$ cat src/rtl/alu_pipe_if.sv
// ============================================================================
//  Module      : alu_pipe_if
//  Description : Operand/result handshake bundle for alu_pipe.
//  Revision    : 1.0  initial release
// ============================================================================
`timescale 1ns/1ps
`default_nettype none

interface alu_pipe_if #(
    parameter int WIDTH = 4
) ();
    logic             in_valid;
    logic             in_ready;
    logic [WIDTH-1:0] a;
    logic [WIDTH-1:0] b;
    logic [2:0]       op;
    logic             use_carry;
    logic             out_valid;
    logic             out_ready;
    logic [WIDTH-1:0] result;
    logic [3:0]       flags;

    modport master (
        output in_valid, a, b, op, use_carry, out_ready,
        input  in_ready, out_valid, result, flags
    );

    modport slave (
        input  in_valid, a, b, op, use_carry, out_ready,
        output in_ready, out_valid, result, flags
    );
endinterface

`default_nettype wire

$ cat src/rtl/alu_pipe.sv
// ============================================================================
//  Module      : alu_pipe
//  Description : Two-stage pipelined ALU with valid/ready handshake, Z/N/C/V
//                flags and a sticky carry for multi-word chaining.
//  Revision    : 1.0  initial release
// ============================================================================
`timescale 1ns/1ps
`default_nettype none

module alu_pipe #(
    parameter int WIDTH = 4
) (
    input  wire logic   clk,
    input  wire logic   rst_n,
    alu_pipe_if.slave   bus
);

    localparam logic [2:0] c_OP_ADD  = 3'b000;
    localparam logic [2:0] c_OP_SUB  = 3'b001;
    localparam logic [2:0] c_OP_INC  = 3'b010;
    localparam logic [2:0] c_OP_PASS = 3'b011;
    localparam logic [2:0] c_OP_AND  = 3'b100;
    localparam logic [2:0] c_OP_OR   = 3'b101;
    localparam logic [2:0] c_OP_XOR  = 3'b110;
    localparam logic [2:0] c_OP_NOT  = 3'b111;

    localparam logic [WIDTH-1:0] c_ONE = {{(WIDTH-1){1'b0}}, 1'b1};
    localparam int               c_MSB = WIDTH - 1;

    // Stage-1 operand register
    logic             r_s1_valid;
    logic [WIDTH-1:0] r_s1_a;
    logic [WIDTH-1:0] r_s1_b;
    logic [2:0]       r_s1_op;
    logic             r_s1_uc;

    // Stage-2 result register and sticky carry
    logic             r_out_valid;
    logic [WIDTH-1:0] r_result;
    logic [3:0]       r_flags;
    logic             r_carry;

    logic             w_s2_load;
    logic             w_in_ready;
    logic             w_accept;

    logic [WIDTH-1:0] w_addend;
    logic             w_cin;
    logic             w_is_arith;
    logic [WIDTH-1:0] w_logic;
    logic [WIDTH:0]   w_sum;
    logic [WIDTH-1:0] w_r;
    logic             w_c;
    logic             w_v;
    logic             w_z;
    logic             w_n;

    // Stage 2 can load when empty or draining this cycle; stage 1 likewise.
    assign w_s2_load  = r_s1_valid && (!r_out_valid || bus.out_ready);
    assign w_in_ready = !r_s1_valid || w_s2_load;
    assign w_accept   = bus.in_valid && w_in_ready;

    always_ff @(posedge clk) begin
        if (!rst_n) begin
            r_s1_valid <= 1'b0;
            r_s1_a     <= '0;
            r_s1_b     <= '0;
            r_s1_op    <= '0;
            r_s1_uc    <= 1'b0;
        end else begin
            if (w_accept) begin
                r_s1_valid <= 1'b1;
                r_s1_a     <= bus.a;
                r_s1_b     <= bus.b;
                r_s1_op    <= bus.op;
                r_s1_uc    <= bus.use_carry;
            end else if (w_s2_load) begin
                r_s1_valid <= 1'b0;
            end
        end
    end

    // SUB is a + ~b + cin, so one adder and one overflow rule cover ADD/SUB/INC.
    always_comb begin
        w_addend   = r_s1_b;
        w_cin      = 1'b0;
        w_is_arith = 1'b0;
        w_logic    = r_s1_a;
        case (r_s1_op)
            c_OP_ADD: begin
                w_addend   = r_s1_b;
                w_cin      = r_s1_uc ? r_carry : 1'b0;
                w_is_arith = 1'b1;
            end
            c_OP_SUB: begin
                w_addend   = ~r_s1_b;
                w_cin      = r_s1_uc ? r_carry : 1'b1;
                w_is_arith = 1'b1;
            end
            c_OP_INC: begin
                w_addend   = c_ONE;
                w_cin      = 1'b0;
                w_is_arith = 1'b1;
            end
            c_OP_PASS: w_logic = r_s1_a;
            c_OP_AND:  w_logic = r_s1_a & r_s1_b;
            c_OP_OR:   w_logic = r_s1_a | r_s1_b;
            c_OP_XOR:  w_logic = r_s1_a ^ r_s1_b;
            c_OP_NOT:  w_logic = ~r_s1_a;
            default:   w_logic = r_s1_a;
        endcase
    end

    assign w_sum = {1'b0, r_s1_a} + {1'b0, w_addend} + {{WIDTH{1'b0}}, w_cin};
    assign w_r   = w_is_arith ? w_sum[WIDTH-1:0] : w_logic;
    assign w_c   = w_is_arith & w_sum[WIDTH];
    assign w_v   = w_is_arith & (r_s1_a[c_MSB] == w_addend[c_MSB])
                              & (w_r[c_MSB] != r_s1_a[c_MSB]);
    assign w_z   = (w_r == '0);
    assign w_n   = w_r[c_MSB];

    always_ff @(posedge clk) begin
        if (!rst_n) begin
            r_out_valid <= 1'b0;
            r_result    <= '0;
            r_flags     <= 4'b0000;
            r_carry     <= 1'b0;
        end else begin
            if (w_s2_load) begin
                r_out_valid <= 1'b1;
                r_result    <= w_r;
                r_flags     <= {w_z, w_n, w_c, w_v};
                if (w_is_arith) begin
                    r_carry <= w_c;
                end
            end else if (bus.out_ready) begin
                r_out_valid <= 1'b0;
            end
        end
    end

    assign bus.in_ready  = w_in_ready;
    assign bus.out_valid = r_out_valid;
    assign bus.result    = r_result;
    assign bus.flags     = r_flags;

endmodule

`default_nettype wire

$ cat src/flat_wrapper.sv
// flat-port wrapper written by rule: the top's interface ports become plain ports
module alu_pipe_flat 
#(
    parameter int WIDTH = 4
)
  (clk, rst_n, bus_in_valid, bus_a, bus_b, bus_op, bus_use_carry, bus_out_ready, bus_in_ready, bus_out_valid, bus_result, bus_flags);
  alu_pipe_if #(.WIDTH(WIDTH)) bus_i ();
  input  wire logic clk;
  input  wire logic rst_n;
  input wire logic [$bits(bus_i.in_valid)-1:0] bus_in_valid;
  input wire logic [$bits(bus_i.a)-1:0] bus_a;
  input wire logic [$bits(bus_i.b)-1:0] bus_b;
  input wire logic [$bits(bus_i.op)-1:0] bus_op;
  input wire logic [$bits(bus_i.use_carry)-1:0] bus_use_carry;
  input wire logic [$bits(bus_i.out_ready)-1:0] bus_out_ready;
  output wire logic [$bits(bus_i.in_ready)-1:0] bus_in_ready;
  output wire logic [$bits(bus_i.out_valid)-1:0] bus_out_valid;
  output wire logic [$bits(bus_i.result)-1:0] bus_result;
  output wire logic [$bits(bus_i.flags)-1:0] bus_flags;
  assign bus_i.in_valid = bus_in_valid;
  assign bus_i.a = bus_a;
  assign bus_i.b = bus_b;
  assign bus_i.op = bus_op;
  assign bus_i.use_carry = bus_use_carry;
  assign bus_i.out_ready = bus_out_ready;
  assign bus_in_ready = bus_i.in_ready;
  assign bus_out_valid = bus_i.out_valid;
  assign bus_result = bus_i.result;
  assign bus_flags = bus_i.flags;
  alu_pipe #(.WIDTH(WIDTH)) u_core (.clk(clk), .rst_n(rst_n), .bus(bus_i));
endmodule
$ cat config.mk
export PLATFORM = sky130hd
export DESIGN_NAME = alu_pipe_flat
export DESIGN_NICKNAME = d
export VERILOG_FILES = /design/src/rtl/alu_pipe_if.sv /design/src/rtl/alu_pipe.sv /design/src/flat_wrapper.sv
export SDC_FILE = /design/constraint.sdc
export NUM_CORES = 1
export LEC_CHECK = 0
export ABC_AREA = 1
export CAP_MARGIN = 20
export CELL_PAD_IN_SITES_DETAIL_PLACEMENT = 2
export CELL_PAD_IN_SITES_GLOBAL_PLACEMENT = 2
export CORE_ASPECT_RATIO = 0.6
export CORE_MARGIN = 1.5
export CORE_UTILIZATION = 28
export DETAILED_ROUTE_END_ITERATION = 6
export HOLD_SLACK_MARGIN = 0.12
export PLACE_DENSITY_LB_ADDON = 0.1
export SYNTH_ARGS = -nofsm -noshare
export SYNTH_HDL_FRONTEND = slang
export SYNTH_SLANG_ARGS = --single-unit
$ cat constraint.sdc
create_clock -name clk -period 2.7 [get_ports clk]
set_input_delay 0.27 -clock clk [delete_from_list [all_inputs] [get_ports clk]]
set_output_delay 0.27 -clock clk [all_outputs]
set_load 0.005 [all_outputs]
-- Yosys cells after proc, flatten, opt, wreduce, memory -nomap -nowiden
Index checks and enable logic that the tools add are counted.
- bits in registers: 23
- output and inout bits: 10
- input bits: 16
- logic and storage cells: 50
- bitwise operators: 8
- add/subtract/negate cells: 2
- equal/unequal tests: 8
- reduce and logical (&&, ||, !) cells: 12
- muxes and demuxes: 11
- operators by type and width (cell ; number):
    $pmux W4 S4 ; 1
    $eq A3 B3 Y1 const B ; 4
    $not A4 Y4 ; 2
    $pmux W4 S2 ; 1
    $mux W1 ; 7
    $add A4 B4 Y5 ; 1
    $add A5 B1 Y5 ; 1
    $and A4 B4 Y4 ; 1
    $logic_not A4 Y1 ; 1
    $mux W4 ; 1
    $or A4 B4 Y4 ; 1
    $reduce_bool A2 Y1 ; 2
    $xor A4 B4 Y4 ; 1
    $and A1 B1 Y1 ; 3
    $eq A3 B1 Y1 const B ; 1
    $eq A3 B2 Y1 const B ; 1
    $logic_not A3 Y1 ; 1
    $reduce_or A3 Y1 ; 1
    $logic_and A1 B1 Y1 ; 2
    $logic_not A1 Y1 ; 2
    $logic_or A1 B1 Y1 ; 2
    $pmux W1 S2 ; 1
    $reduce_and A2 Y1 ; 1
    $eq A1 B1 Y1 ; 1
    $ne A1 B1 Y1 ; 1

-- Longest topological paths before layout
- depth in word-level cells: 7
- gate-level depth with buffers: 17

-- Least setup slack after synthesis
OpenSTA, ideal clock, no wires.
- kind: reg-to-reg
- from: reg u_core.r_s1_op[2]
- to: reg u_core.r_flags[3] (netlist: u_core.bus.flags[3])
- path slack: 0.494 ns
- period minus slack after synthesis: 2.206 ns
- library setup time: 0.070 ns
- required time: 2.630 ns
- path buffers: 1
- arrival: 2.136 ns
- cell stages (with the launch flop): 14
- path through: dfxtp_1 buf_2 inv_2 nand2_4 nor2_1 o21ai_0 fa_1 inv_1 fa_1 inv_1 nor2_1 nor2_1 nand3_1 a21oi_1
- word-level cells in the longest chain between the ends: 6
- RTL lines (what ; line ; source):
    start, declared ; alu_pipe.sv:34 ; logic [2:0] r_s1_op;
    start signal, assigned ; alu_pipe.sv:75 ; r_s1_op <= bus.op;
    $eq A3 B2 Y1 / $eq A3 B1 Y1 (equally long branches) ; alu_pipe.sv:89 ; case (r_s1_op)
    $pmux W4 S2 ; alu_pipe.sv:89 ;
    $add A4 B4 Y5 ; alu_pipe.sv:114 ; assign w_sum = {1'b0, r_s1_a} + {1'b0, w_addend} + {{WIDTH{1'b0}}, w_cin};
    $add A5 B1 Y5 ; alu_pipe.sv:114 ;
    $mux W4 (*) ; alu_pipe.sv:115 ; assign w_r = w_is_arith ? w_sum[WIDTH-1:0] : w_logic;
    $logic_not A4 Y1 (*) ; alu_pipe.sv:119 ; assign w_z = (w_r == '0);
    end signal, assigned ; alu_pipe.sv:132 ; r_flags <= {w_z, w_n, w_c, w_v};
    end, declared ; alu_pipe.sv:40 ; logic [3:0] r_flags;
Every way passes the cells marked *; elsewhere a longest branch is shown, timed or not.
A chain may end at the register's enable or synchronous reset.

-- Worst setup path after layout
- from: reg u_core.r_s1_op[1]
- to: reg u_core.r_flags[3] (netlist: u_core.bus.flags[3])
The elaborated chain is that of the path after synthesis.

==> results.md <==
- Status: finished, final reports clean
- Drt total wl: 4592 um
- Starting Density: 0.2932
- CP top delay family: adder cells
- R2R cell count: 12
- Crit path max-delay cell type: fa_1
- RR Startpoint: u_core.r_s1_op[1]
- Worst hold path class: reg2reg
- # hold bufs at CTS: 0
- Multi-input gate area: 778.2 sq um
- Post-DP HPWL: 3758 um
- Drt pass-1 iters: 4
- Fin nets: 250
- CTS tree: done
- Int Power: roughly 580 uW
- Largest net degree at the start of global routing: 17
- Final Skew: about 0.0038 ns
- Clk sinks: 22
- CTS H-tree depth: 1
- Initial antenna violation count: 0
- Clk buf depth: 2
- Switching Share: 0.3259
- CP Capture Point: u_core.bus.flags[3]
- Die width: between 90 and 100 um
- Slowest stage delay, CP: 0.43 ns
- Synthesized area per cell: roughly 6.9 sq um
- Worst Tran Pin Value: 0.4993 ns
- Flops & latches, synth: 22
- Die ar.: around 5200 sq um
- CTS Buf Count: 3
- Comb power frac: 0.275
- Global-route usage over all layers: 0.1941
- Post-CTS Setup Bufs: 0
- Post-layout util: 0.3785
- Final setup vio count: 0
- Sw Pwr: 278.5 uW
- Leak: approximately 0.77 nW
- Crit path from: u_core.r_s1_op[1]
- Sum of negative setup slack: 0 ns
- # rows: 19
- Post-Place Cells: 279
- Final hold vios: 0
- Buf/Inv on CP: 2
- Core area: 4588 sq um
- Layout cells sized above 1: 0.1045
- Max Fclk: approximately 410 MHz
- Cells after Synth: 194
- Routability cong.: 0.8718
- Area Overhead vs Synth: 29.12%
- Synthesized area: 1345 sq um
- Crit end category: flip-flop
- Critical Path RT: 2.91 ns
- Wire per inst: 16.23 um
- Input/output buffers: 25
- Global route overflow: 0
- Seq/Total Area, Yosys: 0.3274
- Pwr dens: roughly 500 nW/um^2
- First-pass GRT wire length: 7693 um
- Worst-path fanout max: 7
- Filler cell count: roughly 550
- Clock Power Share: 0.294
- Diodes inserted: 0
- Max-cap violations: 0
- Worst-Skew Late Latency: 0.27 ns
- CP startpoint kind: flip-flop
- Drt via density: 4.813
- Min Tclk post-route: 2.439 ns
- WP data arrival: 2.65 ns
- Final Cycle Share: 0.9033
- Netlist cell types: 24
- DRC viols: 0
- Slew Limit Headroom: 0.6661
- Root buffer cell: clkbuf_8
- FF/Latch Area: roughly 440 sq um
- Synth warn: 0
- Mapped Nets: 223
- DR iter-0 viols: 34
- Final Max Tran Viols: 0
- Via count: between 1000 and 1500
- CP Cell Sequence: nand2_4 -> nand2_4 -> nor2_2 -> o21ai_1 -> fa_1 -> inv_1 -> fa_1 -> inv_1 -> nor2_1 -> nor2_1 -> nand3_1 -> a21oi_1
- Reg2Reg Setup Slack: between 0.2 and 0.3 ns
- Post-route ant nets: 0
- Final instance area: roughly 1700 sq um
- Critical Path Stages: 12
- Setup Crit Path Kind: reg2reg
- Post-Layout Cell Count: approximately 280
- Unrepaired setup endpoints after global routing: no
- Reg clk slew, reported paths: 0.09 ns
- I/O pin cnt: 26
- Die height: 56.69 um
- Vias in the first global route: ~1500
- Placed Area: around 1700 sq um
- Worst vdd ir: between 150 and 200 uV
- Flop pwr share: 0.431
- R2R Path End: u_core.bus.flags[3]
- Final hold slack: 0.4706 ns
- Post-CTS sizing: 0
-- power by group through the flow --
| stage | combinational [mW] | clock, mW | sequential, mW |
|---|---|---|---|
| finish | 0.235 | 0.251 | 0.369 |
| global route | 0.269 | 0.271 | 0.372 |
| CTS | 0.234 | 0.259 | 0.367 |
| detailed placement | 0.231 | 0 | 0.375 |
| global placement | 0.218 | 0 | 0.372 |
| floorplan | 0.138 | 0 | 0.369 |
-- worst min path at each step --
stage                             start             endpoint  slack [ns]  cells after the start
detailed placement  u_core.bus.flags[3]  u_core.bus.flags[3]        0.46                      2
global route        u_core.bus.flags[0]  u_core.bus.flags[0]        0.50                      2
global placement    u_core.bus.flags[0]  u_core.bus.flags[0]        0.46                      2
CTS                 u_core.bus.flags[0]  u_core.bus.flags[0]        0.47                      2
floorplan                         rst_n     u_core.r_s1_b[1]        0.41                      2
finish              u_core.bus.flags[0]  u_core.bus.flags[0]        0.47                      2
-- layer usage --
metal  routed length, um  GRT usage
met1                2461     0.2831
met2                1988     0.3004
met3                 124    0.03388
met4                  17    0.03297
met5                   0          0
-- cell usage after synthesis --
| library cell | instances | area (sq um) |
|---|---|---|
| inv_1 | 27 | 101.4 |
| nor2_1 | 27 | 101.4 |
| o21ai_0 | 26 | 130.1 |
| nand2_1 | 24 | 90.09 |
| a21oi_1 | 23 | 115.1 |
| dfxtp_1 | 22 | 440.4 |
| ha_1 | 11 | 137.6 |
| nand3_1 | 9 | 45.04 |
| nand2_2 | 4 | 25.02 |
| clkbuf_1 | 3 | 11.26 |
| inv_2 | 3 | 11.26 |
| fa_1 | 2 | 40.04 |
| nand4_1 | 2 | 12.51 |
| a21oi_2 | 1 | 8.760 |
| buf_2 | 1 | 5.000 |
| buf_4 | 1 | 7.510 |
| nand2_4 | 1 | 11.26 |
| nand3_2 | 1 | 10.01 |
| nand3b_1 | 1 | 7.510 |
| nor2_2 | 1 | 6.260 |
| nor3_1 | 1 | 5.000 |
| o211ai_1 | 1 | 7.510 |
| o21ai_2 | 1 | 8.760 |
| or2_1 | 1 | 6.260 |
-- cells in the final DEF (no fill, tap or decap), drive strengths merged --
cell,count
nor3,1
or2,1
inv,30
nand2,29
buf,2
nand3,10
nand3b,1
fa,2
clkbuf,4
o21ai,27
nor2,28
ha,11
clkdlybuf4s50,25
nand4,2
a21oi,24
o211ai,1
dfxtp,22
-- state kept, by name (all words and copies together), names as in the netlist, 3 cells and up --
register / flops
u_core.bus.flags: 4
u_core.r_s1_a: 4
u_core.r_s1_b: 4
u_core.bus.result: 3
u_core.r_s1_op: 3
-- cells by family after synthesis --
group	Yosys count	synth area share
buffers and inverters	35	0.1014
AND/OR/NAND/NOR	72	0.2381
flip-flops	22	0.3274
AO/OA/AOI/OAI	52	0.2009
adder cells (fa/ha/maj)	13	0.1321
-- tightest hold or removal path, stage by stage, from the launching register on --
cell	delay [ns]
dfxtp_1	0.32
nand2_1	0.06
a21oi_1	0.05
-- stage by stage --
step                total power [mW]  setup WS [ns]
finish                        0.8546         0.2612
global route                  0.9120        0.01334
CTS                           0.8597        0.03696
detailed placement            0.6052         0.1676
global placement              0.5900         0.3557
floorplan                     0.5067         0.4937
-- final cells by class --
cell class / count / area share
Timing Repair Buffer: 27 / 0.1549
Sequential cell: 22 / 0.2550
Clock buffer: 4 / 0.03170
Inverter: 30 / 0.06484
Tap cell: 63 / 0.04539
Multi-Input combinational cell: 137 / 0.4481
No activity file was read; power rests on OpenSTA's default activity.
